`config.mk`:
```
export PLATFORM = sky130hd
export DESIGN_NAME = fetch_unit
export DESIGN_NICKNAME = d
export VERILOG_FILES = /design/src/rtl/fetch_pkg.sv /design/src/rtl/fetch_skid_buf.sv /design/src/rtl/fetch_unit.sv
export SDC_FILE = /design/constraint.sdc
export NUM_CORES = 1
export LEC_CHECK = 0
export CAP_MARGIN = 20
export CORE_ASPECT_RATIO = 1.25
export CORE_MARGIN = 3
export CORE_UTILIZATION = 51
export CTS_BUF_LIST = sky130_fd_sc_hd__clkbuf_16
export DETAILED_ROUTE_END_ITERATION = 16
export GPL_TIMING_DRIVEN = 0
export PLACE_DENSITY = 0.82
export SYNTH_ARGS = -nofsm -noshare
export SYNTH_HDL_FRONTEND = slang
export SYNTH_HIERARCHICAL = 1
export SYNTH_SLANG_ARGS = --single-unit
```
`constraint.sdc`:
```
create_clock -name Clock -period 2.9 [get_ports Clock]
set_input_delay 0.435 -clock Clock [delete_from_list [all_inputs] [get_ports Clock]]
set_output_delay 0.435 -clock Clock [all_outputs]
set_load 0.02 [all_outputs]
```
`src/rtl/fetch_pkg.sv`:
```
// Shared constants and state type for the instruction fetch unit.
package fetch_pkg;

    localparam logic [31:0] NOP_INSTR        = 32'h0000_0013;
    localparam logic [31:0] DEFAULT_RESET_PC = 32'h0000_0000;

    typedef enum logic [1:0] {
        BOOT = 2'd0,
        RUN  = 2'd1,
        HOLD = 2'd2
    } fetch_state_t;

endpackage

```
`src/rtl/fetch_skid_buf.sv`:
```
// One-entry instruction + PC buffer; captures the memory output when decode stalls.
module fetch_skid_buf (
    input  logic        clk,
    input  logic        rst,
    input  logic        load,
    input  logic        clear,
    input  logic [31:0] inst_in,
    input  logic [31:0] pc_in,
    output logic [31:0] inst,
    output logic [31:0] pc,
    output logic        valid
);

    logic [31:0] inst_q, inst_d;
    logic [31:0] pc_q, pc_d;
    logic        valid_q, valid_d;

    always_comb begin
        inst_d  = inst_q;
        pc_d    = pc_q;
        valid_d = valid_q;
        if (clear) begin
            valid_d = 1'b0;
        end else if (load) begin
            inst_d  = inst_in;
            pc_d    = pc_in;
            valid_d = 1'b1;
        end
    end

    always_ff @(posedge clk) begin
        if (rst) begin
            inst_q  <= '0;
            pc_q    <= '0;
            valid_q <= 1'b0;
        end else begin
            inst_q  <= inst_d;
            pc_q    <= pc_d;
            valid_q <= valid_d;
        end
    end

    assign inst  = inst_q;
    assign pc    = pc_q;
    assign valid = valid_q;

endmodule

```
`src/rtl/fetch_unit.sv`:
```
// Instruction fetch front end over a one-cycle synchronous program memory.
// FETCH_MISALIGN_TRAP_EN: misaligned redirects raise a sticky fetch_fault instead of being aligned.
module fetch_unit
    import fetch_pkg::*;
#(
    parameter logic [31:0] RESET_PC  = DEFAULT_RESET_PC,
    parameter int unsigned MEM_BYTES = 256
) (
    input  logic        Clock,
    input  logic        Reset,
    output logic [31:0] PC,
    output logic        flush,
    input  logic [31:0] instruction,
    input  logic        stall,
    input  logic        redirect_valid,
    input  logic [31:0] redirect_target,
    output logic [31:0] inst_out,
    output logic [31:0] pc_out,
    output logic        valid_out,
    output logic        fetch_fault
);

    if (RESET_PC >= MEM_BYTES) begin : g_reset_pc_range
        $error("fetch_unit: RESET_PC lies outside program memory");
    end

    fetch_state_t state_q, state_d;
    logic [31:0]  pc_q, pc_d;
    logic [31:0]  resp_pc_q, resp_pc_d;
    logic [31:0]  target_aligned;
    logic         skid_load, skid_clear, skid_valid, use_skid;
    logic [31:0]  skid_inst, skid_pc;
    logic         fault_active;

    assign target_aligned = redirect_target & ~32'h3;

    // Redirect outranks stall in every state and always restarts from BOOT.
    always_comb begin
        pc_d       = pc_q;
        resp_pc_d  = resp_pc_q;
        state_d    = state_q;
        skid_load  = 1'b0;
        skid_clear = 1'b0;
        if (redirect_valid) begin
            pc_d       = target_aligned;
            state_d    = BOOT;
            skid_clear = 1'b1;
        end else begin
            case (state_q)
                BOOT: begin
                    pc_d      = pc_q + 32'd4;
                    resp_pc_d = pc_q;
                    state_d   = RUN;
                end
                RUN: begin
                    resp_pc_d = pc_q;
                    if (stall) begin
                        skid_load = 1'b1;
                        state_d   = HOLD;
                    end else begin
                        pc_d = pc_q + 32'd4;
                    end
                end
                HOLD: begin
                    if (!stall) begin
                        pc_d       = pc_q + 32'd4;
                        resp_pc_d  = pc_q;
                        state_d    = RUN;
                        skid_clear = 1'b1;
                    end
                end
                default: state_d = BOOT;
            endcase
        end
    end

    always_ff @(posedge Clock) begin
        if (Reset) begin
            state_q   <= BOOT;
            pc_q      <= RESET_PC;
            resp_pc_q <= '0;
        end else begin
            state_q   <= state_d;
            pc_q      <= pc_d;
            resp_pc_q <= resp_pc_d;
        end
    end

    fetch_skid_buf u_skid (
        .clk     (Clock),
        .rst     (Reset),
        .load    (skid_load),
        .clear   (skid_clear),
        .inst_in (instruction),
        .pc_in   (resp_pc_q),
        .inst    (skid_inst),
        .pc      (skid_pc),
        .valid   (skid_valid)
    );

`ifdef FETCH_MISALIGN_TRAP_EN
    logic fault_q, fault_d;

    always_comb begin
        fault_d = fault_q;
        if (redirect_valid) fault_d = |redirect_target[1:0];
    end

    always_ff @(posedge Clock) begin
        if (Reset) fault_q <= 1'b0;
        else       fault_q <= fault_d;
    end

    assign fault_active = fault_q;
`else
    assign fault_active = 1'b0;
`endif

    assign PC          = pc_q;
    assign flush       = Reset | redirect_valid;
    assign valid_out   = (state_q != BOOT) && !flush && !fault_active;
    assign use_skid    = (state_q == HOLD) && skid_valid;
    assign fetch_fault = fault_active & ~Reset;

    always_comb begin
        inst_out = NOP_INSTR;
        pc_out   = '0;
        if (valid_out) begin
            inst_out = use_skid ? skid_inst : instruction;
            pc_out   = use_skid ? skid_pc   : resp_pc_q;
        end
    end

endmodule

```
# Word-level counts from Yosys, hierarchy flattened
# Index checks and enable logic that the tools add are counted.
[word_totals]
regBits = 131
input_bits = 68
output_inout_bits = 99
elab_cells = 52
[classes]
addsub = 1
n_eq_ne = 6
muxes = 18
bitwise = 3
n_reduce_logical = 17
[ops]
columns = ["operator", "n"]
rows = [
  ["2-to-1 mux 32 bit", 7],
  ["case mux 32 bit (2 select lines)", 2],
  ["adder 32 x 3 -> 32 bit (second input constant)", 1],
  ["AND reduction 2 bit", 4],
  ["OR reduction 2 bit", 4],
  ["2-to-1 mux 1 bit", 6],
  ["inequality test 2 bit (second input constant)", 3],
  ["case mux 2 bit (3 select lines)", 1],
  ["nonzero test 2 bit", 3],
  ["2-to-1 mux 2 bit", 2],
  ["inequality test 3 x 2 -> 1 bit (second input constant)", 1],
  ["AND reduction 3 bit", 1],
  ["nonzero test 3 bit", 1],
  ["equality test 2 x 1 -> 1 bit (second input constant)", 1],
  ["equality test 2 bit (second input constant)", 1],
  ["logical AND 1 bit", 2],
  ["logical NOT 2 bit", 1],
  ["inverter 1 bit", 2],
  ["logical NOT 1 bit", 1],
  ["bitwise OR 1 bit", 1],
]

# Longest topological paths before layout
# Gate-level depths: netlist of the first run.
[logic_depth]
word_depth = 5
ltp_mapped = 9

# Hierarchy
# Netlist of the first run, hierarchy kept.
[by_module_without_submodules]
columns = ["mod", "instances", "cells_each", "area_each_um2"]
rows = [
  ["fetch_unit", 1, 611, 4022.6],
  ["fetch_skid_buf", 1, 295, 3060.4],
]

# Worst setup path after synthesis of the first run
# Ideal clock, no wire load.
[synth_timing]
path_type = "register to register"
start = "reg state_q[0]"
end = "reg pc_q[19] (netlist: PC[19])"
setup_time_ns = 0.091
arrival_ns = 2.362
required_time_ns = 2.809
slack_ns = 0.447
path_stages_with_launch = 9
n_path_buf = 2
period_less_slack_ns = 2.453
path_cell_list = "dfxtp_1 inv_1 ha_1 and2_4 buf_6 or4b_4 buf_6 or4_1 a311oi_1"
[synth_between]
elab_chain_cells = 4
word_cells_on_any_way = 9
classes_between = "eq/ne: 3; mux: 2; reduce/logical: 4"
[synth_rtl]
columns = ["item", "line", "source"]
rows = [
  ["start, declared", "fetch_unit.sv:27", "fetch_state_t state_q, state_d;"],
  ["start signal, assigned", "fetch_unit.sv:83", "state_q <= state_d;"],
  ["equality test 2 bit or equality test 2 x 1 -> 1 bit (tied branches)", "fetch_unit.sv:49", "case (state_q)"],
  ["OR reduction 2 bit (no line)", "n/a", ""],
  ["case mux 32 bit (2 select lines) (tied with other cells)", "fetch_unit.sv:49", ""],
  ["2-to-1 mux 32 bit or AND reduction 2 bit (tied branches)", "n/a", ""],
  ["end signal, assigned", "fetch_unit.sv:84", "pc_q <= pc_d;"],
  ["end, declared", "fetch_unit.sv:28", "logic [31:0] pc_q, pc_d;"],
]
# Several ways; a longest one is shown, not always the timed one.
# A chain may end at the register's enable or synchronous reset.

# Worst setup path in the final report of the first run
[layout_timing]
start = "reg state_q[0]"
end = "out inst_out[28]"
[layout_between]
elab_chain_cells = 4
word_cells_on_any_way = 6
classes_between = "eq/ne: 1; mux: 2; reduce/logical: 3"
[layout_rtl]
columns = ["item", "line", "source"]
rows = [
  ["equality test 2 bit", "fetch_unit.sv:122", "assign use_skid = (state_q == HOLD) && skid_valid;"],
  ["logical AND 1 bit", "fetch_unit.sv:122", ""],
  ["2-to-1 mux 32 bit", "fetch_unit.sv:129", "inst_out = use_skid ? skid_inst : instruction;"],
  ["2-to-1 mux 32 bit *", "fetch_unit.sv:128", "if (valid_out) begin"],
  ["end, declared", "fetch_unit.sv:17", "output logic [31:0] inst_out,"],
]
# Mark *: on every way between the ends. The rest lies on a longest branch, timed or not.

==> impl_metrics.tcl, run 1 <==
set metrics [dict create \
    slew_headroom 0.5629 \
    cts_buffers 17 \
    clkSlewWorstSetupHoldPaths_ns 0.05 \
    cts_tree "built" \
    clkLatencyLatePin_ns 0.42 \
    io_pins 167 \
    multi_input_area_mm2 0.004055 \
    diodes 0 \
    start_util 0.5283 \
    setup.worst_path.class "reg2out" \
    antenna_left 0 \
    hold_class "reg2reg" \
    core_area_mm2 0.01341 \
    area_growth_pct 33.90 \
    yosys-top-cells-area "dfxtp_1, nand2_1, nand4bb_1, a21oi_1, nand2b_1" \
    regArea_mm2 0.002545 \
    critPathArrivalTime_ns 2.37 \
    cp_max_fo 10 \
    post_dp_cell_area_mm2 0.008924 \
    hold_buffers 0 \
    outcome "completed" \
    grt_first_pass_wirelength_um 34120 \
    cts_max_path_buffers 2 \
    final_common_cell "nand2_1" \
    syn_inst 906 \
    synth-edff-count 0 \
    yosysWarnings 6 \
    viasPerCell 5.724 \
    drtIter0Drc 439 \
    fmax_mhz 356.2 \
    yosys_register_bits 127 \
    finalSetupViolations 0 \
    final_cell_mix "nand2_1, dfxtp_1, clkdlybuf4s50_1, a21oi_1, nand2b_1" \
    power_leakage_uw 0.003502 \
    ctsResizeCount 124 \
    syn_avg_cell_area_um2 7.818 \
    htreeDepth 4 \
    rows 47 \
    nets 1161 \
    yosysTopAreaCell "dfxtp_1" \
    vias 7264 \
    cpMaxStageDelayCell "or3_4" \
    start_kind "register" \
    grt_pass1_vias 6916 \
    finalPower_uw 4608 \
    n_fill_cell 1138 \
    critical_path_required_ns 2.47 \
    fin_worst_skew_ns 0.01030 \
    syn-cell-area_mm2 0.007083 \
    firstDrtPassIters 5 \
    grt_setup_unrepaired "false" \
    die_x_um 111.4 \
    cts.sinks 127 \
    finalHoldViolCount 0 \
    tightest_slew_ns 0.6487 \
    wl_per_cell_um 16.69 \
    ys.flop_type "dfxtp_1" \
    routabilityCongestion 0.9307 \
    portBuffers 161 \
    grt_max_degree 17 \
    final_cell_area_mm2 0.009484 \
    crit_path_end_kind "primary output" \
    synth.distinct_cells 55 \
    die_h_um 137.8 \
    max_stage_delay_ns 0.40 \
    layout-drive-gt1-share 0.1257 \
    overflow 0 \
    grt_usage 0.2700 \
    vdd_drop_max_mv 0.3702 \
    timing.final.crit_period_ns 2.807 \
    antenna_found_initial 0 \
    cap_violations 0 \
    whs_ns 0.4631 \
    p_per_area_mw_per_mm2 485.8 \
    netlist.area_leader.share 0.3589 \
    slew_violations 0 \
    async_flop_share 0 \
    ys_seq_area_frac 0.3589 \
    path_cells "inv_1 > ha_1 > or3_4 > clkbuf_4 > buf_2 > a21oi_1 > clkdlybuf4s15_2" \
    postCtsSetupBuffers 0 \
    drt-total-wl_um 21180 \
    period_share 0.9680 \
    dp_hpwl_um 15400 \
    clock-root-buffer "clkbuf_16" \
    dieArea_mm2 0.01535 \
    drc 0 \
]
routing by layer:
layer / global-route usage / up-vias / wire length (µm)
li1: - / 3557 / -
met1: 0.3236 / 3360 / 8735
met2: 0.4826 / 311 / 10630
met3: 0.05316 / 36 / 1335
met4: 0.09669 / 0 / 476
met5: 0 / - / 0
worst paths after layout:
path	end	from	slack [ns]	cells after the start
min	u_skid/inst[15]$_SDFFE_PP0P_	u_skid/inst[15]$_SDFFE_PP0P_	0.46	2
max	inst_out[28]	state_q[0]$_SDFFE_PP0P_	0.09	7
min reg2reg	u_skid/inst[15]$_SDFFE_PP0P_	u_skid/inst[15]$_SDFFE_PP0P_	0.46	2
max reg2reg	PC[22]$_SDFFE_PP0P_	state_q[0]$_SDFFE_PP0P_	0.22	7
through the flow:
| stage | setup WS [ns] | TNS (ns) | utilization | std cells |
|---|---|---|---|---|
| floorplan | 0.4466 | 0 | - | 910 |
| global placement | -0.6184 | -24.16 | 0.6655 | 1242 |
| detailed placement | -0.6600 | -25.38 | 0.6655 | 1242 |
| CTS | 0.0006737 | 0 | 0.7095 | 1269 |
| global route | 0.002826 | 0 | 0.7074 | 1269 |
| finish | 0.09276 | 0 | 0.7074 | 1269 |
power breakdown:
group          switching [µW]  internal, µW
clock network             741          1400
registers                73.5          1800
logic                     302           286
kinds of logic after synthesis:
kind of cell	share of synthesized area
other	0.0005294
DFF	0.3589
and+or+nand+nor	0.3635
xor gates and xnor gates	0.007419
adders and majority gates	0.01060
muxes	0.001413
buffers and inverters	0.07402
AOI/OAI and AO/OA	0.1835
state kept, by name, summed over array words and instances, names as in the netlist:
register / cells
u_skid/inst: 32
u_skid/pc: 32
resp_pc_q: 30
PC: 30
state_q: 2
u_skid/valid: 1
cell usage after synthesis (7+ instances only):
master,n
o21ai_2,15
a21oi_1,93
o21ai_0,7
nor3_1,7
nand4bb_1,64
buf_6,13
buf_2,22
nor4_1,8
o21ai_1,49
clkbuf_1,45
nor3b_1,7
a311oi_1,13
inv_1,10
nand3_1,20
or4_1,13
o31ai_1,9
nand2_1,206
nor2_1,27
dfxtp_1,127
a211oi_1,10
nand2b_1,67
area by class of cell:
type / count / area share
buffer: 87 / 0.05356
tap: 171 / 0.02256
clock inverter: 13 / 0.01649
sequential: 127 / 0.2683
clock buffer: 17 / 0.04485
multi-input combinational: 682 / 0.4276
timing repair buffer: 161 / 0.1623
inverter: 11 / 0.004354
worst max-delay path, delay by kind of cell, from the launching register on:
family / cells / cell delay (ns)
DFF: 1 / 0.38
adders and majority gates: 1 / 0.26
buffers and inverters: 4 / 0.79
AOI/OAI and AO/OA: 1 / 0.14
and+or+nand+nor: 1 / 0.40
(Power assumes the default switching activity.)
==> run 2: changes to the inputs <==
--- a/config.mk
+++ b/config.mk
@@ -6,7 +6,6 @@
 export NUM_CORES = 1
 export LEC_CHECK = 0
 export CAP_MARGIN = 20
-export CORE_ASPECT_RATIO = 1.25
 export CORE_MARGIN = 3
 export CORE_UTILIZATION = 51
 export CTS_BUF_LIST = sky130_fd_sc_hd__clkbuf_16
==> impl_metrics.tcl, run 2 (synthesis results as in run 1) <==
set metrics [dict create \
    swShare 0.2474 \
    start_util 0.5286 \
    slew_headroom 0.5501 \
    drc 0 \
    htreeDepth 4 \
    p_per_area_mw_per_mm2 482.1 \
    diodes 0 \
    cts_tree "built" \
    slew_violations 0 \
    n_fill_cell 1119 \
    grt_setup_unrepaired "false" \
    p_switching_uw 1119 \
    antenna_found_initial 0 \
    vdd_drop_max_mv 0.4070 \
    grt_pass1_vias 6813 \
    critPathArrivalTime_ns 2.38 \
    drt-total-wl_um 21600 \
    area_growth_pct 32.43 \
    portBuffers 161 \
    grt_first_pass_wirelength_um 34380 \
    die_h_um 123.9 \
    final_util 0.7000 \
    grt_usage 0.2816 \
    finalWorstSetupSlack_ns 0.08273 \
    p_clk_frac 0.454 \
    rows 42 \
    critical_path_required_ns 2.47 \
    overflow 0 \
    cts_buffers 17 \
    fin_setup_tns_ns 0 \
    nets 1160 \
    clkSlewWorstSetupHoldPaths_ns 0.05 \
    die_x_um 123.9 \
    wl_per_cell_um 16.94 \
    power_leakage_uw 0.003490 \
    clock-root-buffer "clkbuf_16" \
    timing.final.crit_period_ns 2.817 \
    io_pins 167 \
    cap_violations 0 \
    drtIter0Drc 781 \
    rr_worst_depth 7 \
    dp_hpwl_um 15580 \
    finalSetupViolations 0 \
    clkLatencyLatePin_ns 0.42 \
    hold_buffers 0 \
    grt_max_degree 20 \
    vias 7252 \
    tightest_slew_ns 0.6687 \
    viasPerCell 5.688 \
    final_cell_mix "nand2_1, dfxtp_1, clkdlybuf4s50_1, a21oi_1, nand2b_1" \
    postCtsSetupBuffers 0 \
    antenna_left 0 \
    setup.worst_path.class "reg2out" \
    place_inst 1247 \
    finalHoldViolCount 0 \
    fin_worst_skew_ns 0.009875 \
    cp_max_fo 10 \
    cts_max_path_buffers 2 \
    hold_class "reg2reg" \
    crit_path_end_kind "primary output" \
    period_share 0.9715 \
    final_common_cell "nand2_1" \
    dieArea_mm2 0.01534 \
    outcome "completed" \
    routabilityCongestion 0.9087 \
    start_kind "register" \
    fmax_mhz 355.0 \
    intPower_uw 3403 \
    p_comb_frac 0.130 \
    dp_slack_ns -0.7027 \
    power_frac_seq 0.416 \
    min_path_cells 2 \
    layout-drive-gt1-share 0.1247 \
    cts.sinks 127 \
    firstDrtPassIters 5 \
    finalPower_uw 4522 \
    final_cells 1275 \
    core_area_mm2 0.01340 \
]
==> run 2: cell count changes in the layout (fill, tap and decap cells not counted), sizes merged <==
cell,delta
clkbuf,+12
inv,+3
dlygate4sd2,-5
clkdlybuf4s15,-8
bufinv,-1
==> run 2: area by class of cell <==
class	count	area (µm²)	share of cell area
Buffer	86	498.0	0.05309
Clock buffer	17	425.4	0.04535
Clock inverter	15	138.9	0.01481
Inverter	11	41.29	0.004402
Multi-Input combinational cell	682	4044	0.4311
Sequential cell	127	2542	0.2710
Tap cell	176	220.2	0.02348
Timing Repair Buffer	161	1470	0.1567
==> run 2: worst paths after layout <==
path / slack (ns) / start / to
max: 0.08 / state_q[0]$_SDFFE_PP0P_ / pc_out[9]
min: 0.46 / u_skid/inst[13]$_SDFFE_PP0P_ / u_skid/inst[13]$_SDFFE_PP0P_
max reg2reg: 0.22 / state_q[0]$_SDFFE_PP0P_ / PC[18]$_SDFFE_PP0P_
min reg2reg: 0.46 / u_skid/inst[13]$_SDFFE_PP0P_ / u_skid/inst[13]$_SDFFE_PP0P_
==> run 2: metrics by stage <==
stage          area, µm²  hold slack [ns]
6_report            9380           0.4641
4_1_cts             9449           0.4652
2_1_floorplan       7098           0.4419
3_3_place_gp        8930           0.4515
3_5_place_dp        8930           0.4554
5_1_grt             9380           0.4774
==> run 2: timing repair <==
action | CTS | global route
setup endpoints to repair | 66 | 33
resized for setup | 93 | 54
gates cloned | 0 | 0
endpoints found under the hold margin | 0 | 0
==> run 2: routing by layer <==
metal | routed length (µm) | share of wire | global-route usage
met1 | 9245 | 0.43 | 0.3683
met2 | 10100 | 0.47 | 0.4657
met3 | 1746 | 0.081 | 0.04950
met4 | 502 | 0.023 | 0.1031
met5 | 0 | 0 | 0
==> run 2: critical path, cell delays in order, from the launching register on <==
cell           delay, ns
dfxtp_1             0.40
inv_1               0.10
ha_1                0.27
or3_4               0.42
clkbuf_2            0.23
a21oi_1             0.18
dlygate4sd2_1       0.36
==> run 2: power groups by stage <==
stage / registers (µW) / logic (µW) / clock network, µW
6_report: 1880 / 589 / 2050
3_3_place_gp: 1910 / 584 / 0
4_1_cts: 1880 / 586 / 2070
5_1_grt: 1880 / 636 / 2150
2_1_floorplan: 1930 / 295 / 0
3_5_place_dp: 1910 / 587 / 0
